<file path="config.mk">
export PLATFORM = sky130hd
export DESIGN_NAME = demux_1ton_reg
export DESIGN_NICKNAME = d
export VERILOG_FILES = /design/src/rtl/demux_1ton_reg.sv
export SDC_FILE = /design/constraint.sdc
export NUM_CORES = 1
export LEC_CHECK = 0
export ABC_AREA = 1
export BUFFER_PORTS_ARGS = -buffer_cell sky130_fd_sc_hd__buf_4
export CAP_MARGIN = 15
export CELL_PAD_IN_SITES_DETAIL_PLACEMENT = 0
export CELL_PAD_IN_SITES_GLOBAL_PLACEMENT = 1
export CORE_ASPECT_RATIO = 0.8
export CORE_UTILIZATION = 35
export CTS_CLUSTER_SIZE = 8
export DETAILED_ROUTE_END_ITERATION = 8
export PLACE_DENSITY = 0.79
export SKIP_CTS_REPAIR_TIMING = 1
export SLEW_MARGIN = 30
export SYNTH_ARGS = -nofsm -noshare
export SYNTH_HDL_FRONTEND = slang
export SYNTH_SLANG_ARGS = --single-unit
</file>
<file path="constraint.sdc">
create_clock -name clk -period 1.7 [get_ports clk]
set_input_delay 0.51 -clock clk [delete_from_list [all_inputs] [get_ports clk]]
set_output_delay 0.51 -clock clk [all_outputs]
set_load 0.03 [all_outputs]
</file>
<file path="src/rtl/demux_1ton_reg.sv">
// Registered 1-to-NUM_CH demultiplexer with valid/ready flow control, broadcast mode,
// per-channel one-deep output registers and per-channel delivered-word counters.
module demux_1ton_reg #(
    parameter int DATA_W = 8,
    parameter int NUM_CH = 4,
    parameter int SEL_W  = 2,
    parameter int CNT_W  = 8
) (
    input  logic                     clk,
    input  logic                     rst_n,
    input  logic [DATA_W-1:0]        in_data,
    input  logic [SEL_W-1:0]         in_sel,
    input  logic                     in_bcast,
    input  logic                     in_valid,
    output logic                     in_ready,
    output logic [NUM_CH*DATA_W-1:0] out_data,
    output logic [NUM_CH-1:0]        out_valid,
    input  logic [NUM_CH-1:0]        out_ready,
    input  logic                     cnt_clr,
    output logic [NUM_CH*CNT_W-1:0]  ch_count,
    output logic                     sel_err
);

    // Handshake: a transfer happens on a rising edge where valid && ready are both 1.
    // Ready never depends on valid on the same side, so there is no combinational loop
    // through the upstream source; once valid is raised the word is held until accepted.

    logic [NUM_CH-1:0] valid_q;
    logic [DATA_W-1:0] data_q [NUM_CH];
    logic [CNT_W-1:0]  cnt_q  [NUM_CH];
    logic              sel_err_q;

    logic [NUM_CH-1:0] free;
    logic [NUM_CH-1:0] sel_hot;
    logic [NUM_CH-1:0] load;
    logic [NUM_CH-1:0] drain;
    logic              sel_in_range;
    logic              accept;

    // One-hot decode of in_sel; an all-zero result means the index is past the last channel.
    always_comb begin
        sel_hot = '0;
        for (int k = 0; k < NUM_CH; k++) begin
            sel_hot[k] = (32'(in_sel) == k);
        end
        sel_in_range = |sel_hot;
    end

    always_comb begin
        free  = ~valid_q | out_ready;
        drain = valid_q & out_ready;

        if (in_bcast) begin
            in_ready = &free;
        end else if (sel_in_range) begin
            in_ready = |(free & sel_hot);
        end else begin
            in_ready = 1'b1;
        end

        accept = in_valid && in_ready;

        if (!accept) begin
            load = '0;
        end else if (in_bcast) begin
            load = '1;
        end else begin
            load = sel_hot;
        end
    end

    for (genvar g = 0; g < NUM_CH; g++) begin : g_ch
        // A load only happens when the channel is free, so a stalled word is never overwritten.
        always_ff @(posedge clk or negedge rst_n) begin
            if (!rst_n) begin
                valid_q[g] <= 1'b0;
                data_q[g]  <= '0;
            end else if (load[g]) begin
                valid_q[g] <= 1'b1;
                data_q[g]  <= in_data;
            end else if (drain[g]) begin
                valid_q[g] <= 1'b0;
            end
        end

        always_ff @(posedge clk or negedge rst_n) begin
            if (!rst_n) begin
                cnt_q[g] <= '0;
            end else if (cnt_clr) begin
                cnt_q[g] <= '0;
            end else if (drain[g]) begin
                cnt_q[g] <= cnt_q[g] + 1'b1;
            end
        end

        assign out_data[g*DATA_W +: DATA_W] = data_q[g];
        assign ch_count[g*CNT_W +: CNT_W]   = cnt_q[g];
    end

    always_ff @(posedge clk or negedge rst_n) begin
        if (!rst_n) begin
            sel_err_q <= 1'b0;
        end else begin
            sel_err_q <= accept && !in_bcast && !sel_in_range;
        end
    end

    assign out_valid = valid_q;
    assign sel_err   = sel_err_q;

endmodule

</file>
[Word level (Yosys, flattened, before mapping)]
Cells that the tools add are included.
Storage, ports and cells
  output and inout bits: 70
  bits in registers: 69
  logic and storage cells: 61
Cells by class
  mux-type cells: 20
  reduce and logical (&&, ||, !) cells: 17
  eq/ne operators: 3
  bitwise gates (word level): 4
  add/sub/neg operators: 4
Operators with widths (number)
  $mux 8: 8
  $add 8x1->8 const B: 4
  $reduce_bool 2->1: 8
  $mux 1: 10
  $and 4x4->4: 2
  $mux 4: 2
  $reduce_or 4->1: 2
  $eq 2x2->1 const B: 2
  $not 4->4: 1
  $or 4x4->4: 1
  $reduce_and 4->1: 1
  $logic_and 1x1->1: 3
  $eq 2x1->1 const B: 1
  $logic_not 1->1: 2
  $logic_not 2->1: 1

[Longest topological paths before layout]
Gate-level depths: netlist of the first run.
  word-level depth: 9
  depth in mapped cells: 9

[Worst setup path after synthesis of the first run]
OpenSTA, ideal clock, no wires.
  kind: in2out
  from: input port in_sel[1]
  to: output port in_ready
  cell stages on the path: 7
  required time: 1.190 ns
  slack: -0.010 ns
  path buffers: 2
  arrival time: 1.200 ns
  cell sequence: buf_6 > nor2_1 > nand2_1 > nand3_2 > nand2_4 > nand2_8 > buf_12
Between the ends
  longest elaborated chain between the ends: 5
  elaborated cells between the ends (all ways): 9
  those cells by class: eq/ne: 3; mux: 2; bitwise: 1; reduce/logical: 3
Ends and longest elaborated chain
  start, declared: RTL line 12  | input logic [SEL_W-1:0] in_sel,
  $eq 2x1->1, or another cell as far along: RTL line 44  | sel_hot[k] = (32'(in_sel) == k);
  $and 4x4->4: RTL line 56  | in_ready = |(free & sel_hot);
  $reduce_or 4->1: RTL line 56
  $mux 1 (*): RTL line 55  | end else if (sel_in_range) begin
  $mux 1 (*): RTL line 53  | if (in_bcast) begin
  end, declared: RTL line 15  | output logic in_ready,
Every way passes the cells marked *; elsewhere a longest branch is shown, timed or not.

[Final worst setup path of the first run]
  from: register valid_q[0] (netlist: out_valid[0])
  to: output port in_ready
Between the ends
  longest elaborated chain between the ends: 6
  elaborated cells between the ends (all ways): 7
  those cells by class: mux: 2; bitwise: 3; reduce/logical: 2
Ends and longest elaborated chain
  start, declared: RTL line 28  | logic [NUM_CH-1:0] valid_q;
  start signal, assigned by index: RTL line 76  | valid_q[g] <= 1'b0;
  start signal, assigned by index: RTL line 79  | valid_q[g] <= 1'b1;
  start signal, assigned by index: RTL line 82  | valid_q[g] <= 1'b0;
  $not 4->4 (*): RTL line 50  | free = ~valid_q | out_ready;
  $or 4x4->4 (*): RTL line 50
  $and 4x4->4: RTL line 56
  $reduce_or 4->1: RTL line 56
  $mux 1: RTL line 55
  $mux 1 (*): RTL line 53
Marks and branches as above.

==> run_results.csv, run 1 <==
group,metric,value,unit
logic_synthesis,synthMuxAreaShare,0,%
logic_synthesis,ys_types,26,
drt,m1WireLength,4.01,mm
drt,vias,3086,
logic_synthesis,synth_top_area_share,51.2,%
drt,wl_met2,3.94,mm
clocking,clockBufferDepth,2,
worst_setup_path,crit_fanout,3,
power_and_ir_drop,finalPower,5.25,mW
logic_synthesis,synth_simple_gate_area_share,32.1,%
floorplan,die_h,89.8,um
clocking,path_clk_slew,0.06,ns
logic_synthesis,synth_edf_count,0,
worst_setup_path,critical_path_required,1.19,ns
worst_setup_path,worst_setup_path_start_kind,"register",
layout,final_nets,536,
sta,hold_slack,0.0423,ns
logic_synthesis,synth_area_leaders,"dfrtp_1, nand2_1, nand4_1",
worst_setup_path,critPathLaunch,"out_valid[0]",
worst_setup_path,crit_arrival,1.31,ns
place,routabilityCongestion,0.792,
sta,fin_worst_skew,0.00309,ns
clocking,clkLatencyLatePin,0.33,ns
power_and_ir_drop,power.leakage,2.37,nW
logic_synthesis,synth_area,0.00337,mm^2
sta,fin_crit,1.82,ns
clocking,cts_sinks,69,
run,cap_violations,0,
drt,wirelength,8.65,mm
drt,vias_per_cell,4.88,
layout,syn2layout_area_growth,35.9,%
drt,postRouteAntennaNets,0,
floorplan,rows,31,
clocking,cts_root_buf,"clkbuf_16",
logic_synthesis,syn_area_per_cell,8.44,um^2
floorplan,dieArea,0.0100,mm^2
logic_synthesis,synth_xor_area_share,0,%
floorplan,num_io_pins,89,
clocking,tritoncts,"done",
layout,finalNonFillerCells,632,
floorplan,fp.dieW,112,um
worst_hold_path,hold_class,"in2async",
clocking,cts-htree-levels,3,
sta,finalWorstSetupSlack,-0.121,ns
drt,dr.pass1.iters,6,
drt,top_layer,"met4",
grt,grt_pass1_vias,2982,
logic_synthesis,syn_nets,423,
layout,fin_util,49.9,%
outcome,status,"finished, violations left",
sta,max_freq,549,MHz
grt,grt.overflow.total,0,
worst_setup_path,critical-path-slowest-cell,"dfrtp_1",
grt,grt.total_usage,18.4,%
grt,grt_pass1_wl,14.5,mm
logic_synthesis,synth_top_family_by_area,"simple AND/OR/NAND/NOR gates",
worst_setup_path,criticalPathCategory,"reg2out",
place,portBuffers,88,
drt,wire_per_inst,13.7,um
place,dpl.cell_count,614,
worst_setup_path,cp_common_cell,"nand2_2",
logic_synthesis,synth_commonest_cells,"nand2_1, dfrtp_1, inv_1, nand4_1, nor2_1",
sta,final_max_slew_viol_count,0,
layout,final_cell_area,0.00459,mm^2
logic_synthesis,synthCells,400,
floorplan,core-area,0.00919,mm^2
layout,n_fill_cell,912,
power_and_ir_drop,power_density,1150,mW/mm^2
logic_synthesis,synth_area_leader_cell,"dfrtp_1",
grt,grt_max_degree,36,
drt,wl_met3,600,um
grt,antenna_found_initial,0,
logic_synthesis,async_flop_share,100,%
outcome,violations,"DRC, setup timing",
logic_synthesis,ys_seq_area_share,51.2,%
worst_setup_path,cp-end-kind,"primary output",
worst_setup_path,critPathMaxStageDelay,0.38,ns
clocking,cts_made_buffers,9,
sta,rsz0062_at_grt,"yes",
logic_synthesis,yosys_warnings,0,
place,place_ws,-0.0704,ns
logic_synthesis,yosysMostFrequentCell,"nand2_1",
power_and_ir_drop,vdd_ir_drop_max,0.716,mV
drt,drc,3,
logic_synthesis,synth-main-ff-cell,"dfrtp_1",
sta,post-route-period-util,107,%
layout,drive_gt1_share,30.4,%
worst_setup_path,r2r_start,"out_valid[0]",
floorplan,start_util,36.7,%
sta,setup_tns,-0.121,ns
sta,hold_viol,0,
sta,finalSetupViolCount,1,
worst_setup_path,crit_chain,"nand2_2 -> nand2_2 -> o21ai_2 -> nand2_2 -> nand2_8 -> buf_8",
logic_synthesis,synth_compound_area_share,6.93,%
drt,dr.first_iter.drc_count,170,
logic_synthesis,synthAdderAreaFrac,1.48,%
place,dp_hpwl,6.36,mm
place,place_area,0.00428,mm^2
logic_synthesis,ys_ff_latch,69,
layout,insertedDiodeCount,0,
where the power goes:
part / internal (mW) / switching [mW] / leakage [nW] / total, mW
clock: 1.01 / 0.683 / 0.134 / 1.69
sequential: 1.88 / 0.154 / 0.903 / 2.03
combinational: 0.548 / 0.982 / 1.33 / 1.53
layout make-up:
type / instances / area (um^2) / share of cell area [%]
flip-flops and latches: 69 / 1730 / 37.7
clock buffers: 10 / 239 / 5.21
clock inverters: 5 / 27.5 / 0.600
repair buffers: 114 / 888 / 19.4
well taps: 115 / 144 / 3.14
multi-input cells: 273 / 1380 / 30.1
inverters: 46 / 178 / 3.87
cells in the final DEF, fill, tap and decap left out, types with 5 or more instances in the layout:
master and n:
nand2_1 123, o21ai_0 18, nor2_1 27, nand3_1 10, a21oi_1 16, inv_1 38
nand4_1 38, nor3_1 11, buf_4 111, o21ai_2 5, clkbuf_16 9, dfrtp_1 68
registers in the layout, indices dropped and copies added (netlist names):
signal	flops
ch_count	32
out_data	32
out_valid	4
sel_err	1
logic make-up (layout without fill, tap and decap cells):
family / after synthesis / after routing
adder cells (fa/ha/maj): 4 / 4
other: 1 / 1
buffers and inverters: 58 / 175
AO/OA/AOI/OAI: 43 / 43
AND/OR/NAND/NOR: 225 / 225
flip-flops: 69 / 69
worst max-delay path: cells and delay by family (launching register included):
kind                   cells  cell delay [ns]
buffers and inverters      1             0.12
flip-flops                 1             0.38
AO/OA/AOI/OAI              1             0.14
AND/OR/NAND/NOR            4             0.33
worst paths after layout:
check / slack [ns] / cells past startpoint / endpoint
hold reg to reg: 0.48 / 2 / out_data[31]
setup reg to reg: 0.17 / 9 / out_data[12]
setup / recovery: -0.12 / 6 / in_ready
min in group clk: 0.42 / 2 / ch_count[4]
max in group asynchronous: 1.12 / 2 / out_valid[1]
hold / removal: 0.04 / 1 / ch_count[28]
per-layer routing:
layer  vias up  track usage [%]
met3        11             6.14
met5         -                0
met4         0             5.41
li1       1549                -
met1      1443             24.9
met2        83             28.0
Power figures use the tool's default switching activity.
==> run 2, diff against run 1 <==
Settings changed: SETUP_SLACK_MARGIN from default to 0.05.
==> run 2 against run 1 <==
  * The flow still finishes with violations (DRC, setup timing)
  * Design area grew 1.0%
  * Non-clock buffer count shrank 3
  * Clock-buffer cell count grew 3
  * First-iteration DRC count grew 24%
  * Critical endpoint unchanged
  * Highest routed layer unchanged
==> run_results.csv, run 2 (synthesized netlist as in run 1, its figures left out) <==
group,metric,value,unit
layout,final_common_cell,"nand2_1",
grt,grt_max_degree,70,
clocking,tritoncts,"done",
clocking,cts_sinks,69,
clocking,cts_root_buf,"clkbuf_16",
worst_setup_path,crit_chain,"nand2_4 -> nand2_2 -> o21ai_2 -> nand2_2 -> nand2_8 -> buf_6",
outcome,status,"finished, violations left",
worst_setup_path,critPathTopFamily,"flip-flops",
grt,global_route.usage.met1,24.7,%
layout,drive_gt1_share,30.5,%
worst_hold_path,hold_class,"in2async",
floorplan,core-area,0.00919,mm^2
worst_setup_path,crit_buf_inv,1,
worst_setup_path,worst_r2r_endpoint,"out_data[30]",
place,place_area,0.00426,mm^2
worst_setup_path,reg2reg_setup_slack,0.19,ns
place,dp_hpwl,6.16,mm
layout,final_nets,533,
sta,fin_worst_skew,0.00408,ns
grt,grt.total_usage,17.9,%
drt,vias,3032,
grt,busiest_layer,"met2",
clocking,path_clk_slew,0.06,ns
grt,grt_pass1_wl,14.1,mm
sta,fin_crit,1.85,ns
drt,dr.first_iter.drc_count,211,
outcome,violations,"DRC, setup timing",
sta,rsz0062_at_grt,"yes",
worst_setup_path,critical-path-slowest-cell,"dfrtp_2",
grt,grtUsageMet3,5.26,%
worst_setup_path,critPathMaxStageDelay,0.42,ns
place,portBuffers,88,
power_and_ir_drop,power_density,1220,mW/mm^2
worst_setup_path,r2r_cells,9,
worst_setup_path,cp-end-kind,"primary output",
drt,vias_per_cell,4.81,
worst_setup_path,cp_common_cell,"nand2_2",
worst_setup_path,critical_path_required,1.19,ns
grt,grt_pass1_vias,2879,
clocking,cts_made_buffers,9,
layout,final_cell_mix,"nand2_1, buf_4, dfrtp_1, inv_1, nand4_1",
grt,antenna_found_initial,0,
drt,dr.pass1.iters,7,
power_and_ir_drop,vdd_ir_drop_max,0.674,mV
floorplan,num_io_pins,89,
run,cap_violations,0,
worst_setup_path,criticalPathCategory,"reg2out",
sta,finalSetupViolCount,1,
grt,use_met2,26.6,%
sta,post-route-period-util,109,%
sta,finalWorstSetupSlack,-0.148,ns
floorplan,start_util,36.7,%
place,routabilityCongestion,0.760,
floorplan,rows,31,
drt,wirelength,8.59,mm
layout,insertedDiodeCount,0,
worst_setup_path,crit_fanout,3,
floorplan,fp.dieW,112,um
sta,final_max_slew_viol_count,0,
grt,grt.overflow.total,0,
clocking,clockBufferDepth,2,
layout,final_cell_area,0.00463,mm^2
worst_setup_path,r2r_start,"out_valid[2]",
worst_setup_path,worst_setup_path_start_kind,"register",
drt,postRouteAntennaNets,0,
sta,hold_viol,0,
floorplan,dieArea,0.0100,mm^2
floorplan,die_h,89.8,um
layout,syn2layout_area_growth,37.3,%
drt,drc,4,
place,place_ws,-0.140,ns
worst_setup_path,critPathLaunch,"out_valid[2]",
clocking,cts-htree-levels,3,
power_and_ir_drop,power.leakage,2.39,nW
sta,max_freq,541,MHz
worst_setup_path,crit_arrival,1.34,ns
drt,wire_per_inst,13.6,um
clocking,clkLatencyLatePin,0.33,ns
## run 2: changes by cell type in the layout (fill, tap and decap cells not counted), sizes merged
cell      previous run  this run
buf                114       111
clkbuf              10        13
clkinv               6         3
bufinv               0         2
clkinvlp             1         0
## run 2: final cells by class
cell class                 count  area [um^2]
fill                         902         4560
inverter                      46          178
clock inverter                 3         65.1
timing repair buffer         111          850
tap                          115          144
sequential                    69         1730
multi-input combinational    273         1390
clock buffer                  13          280
## run 2: layer usage
metal  routed length (um)  vias to the layer above
li1                     -                     1534
met1                 4040                     1404
met2                 3920                       81
met3                  489                       13
met4                  138                        0
met5                    0                        -
## run 2: worst max-delay path by stage
stage / end / cells after the start
after floorplan: in_ready / 7
after global placement: in_ready / 8
after detailed placement: in_ready / 8
after CTS: in_ready / 6
after global routing: in_ready / 6
final: in_ready / 6
## run 2: power by group
part,internal (mW),total [mW],switching [mW]
Clock,1.44,2.13,0.686
Combinational,0.528,1.49,0.958
Sequential,1.88,2.04,0.164
Total,3.85,5.66,1.81
## run 2: through the flow
stage | setup TNS [ns] | utilization (%) | total power [mW] | hold slack, ns | cells
floorplan | 0 | - | 2.95 | 0.214 | 400
global placement | -0.790 | 46.3 | 3.54 | 0.459 | 612
detailed placement | -2.84 | 46.3 | 3.55 | 0.460 | 612
CTS | -0.279 | 50.1 | 5.72 | 0.194 | 628
global route | -0.202 | 50.4 | 5.93 | 0.195 | 630
finish | -0.148 | 50.4 | 5.66 | 0.168 | 630
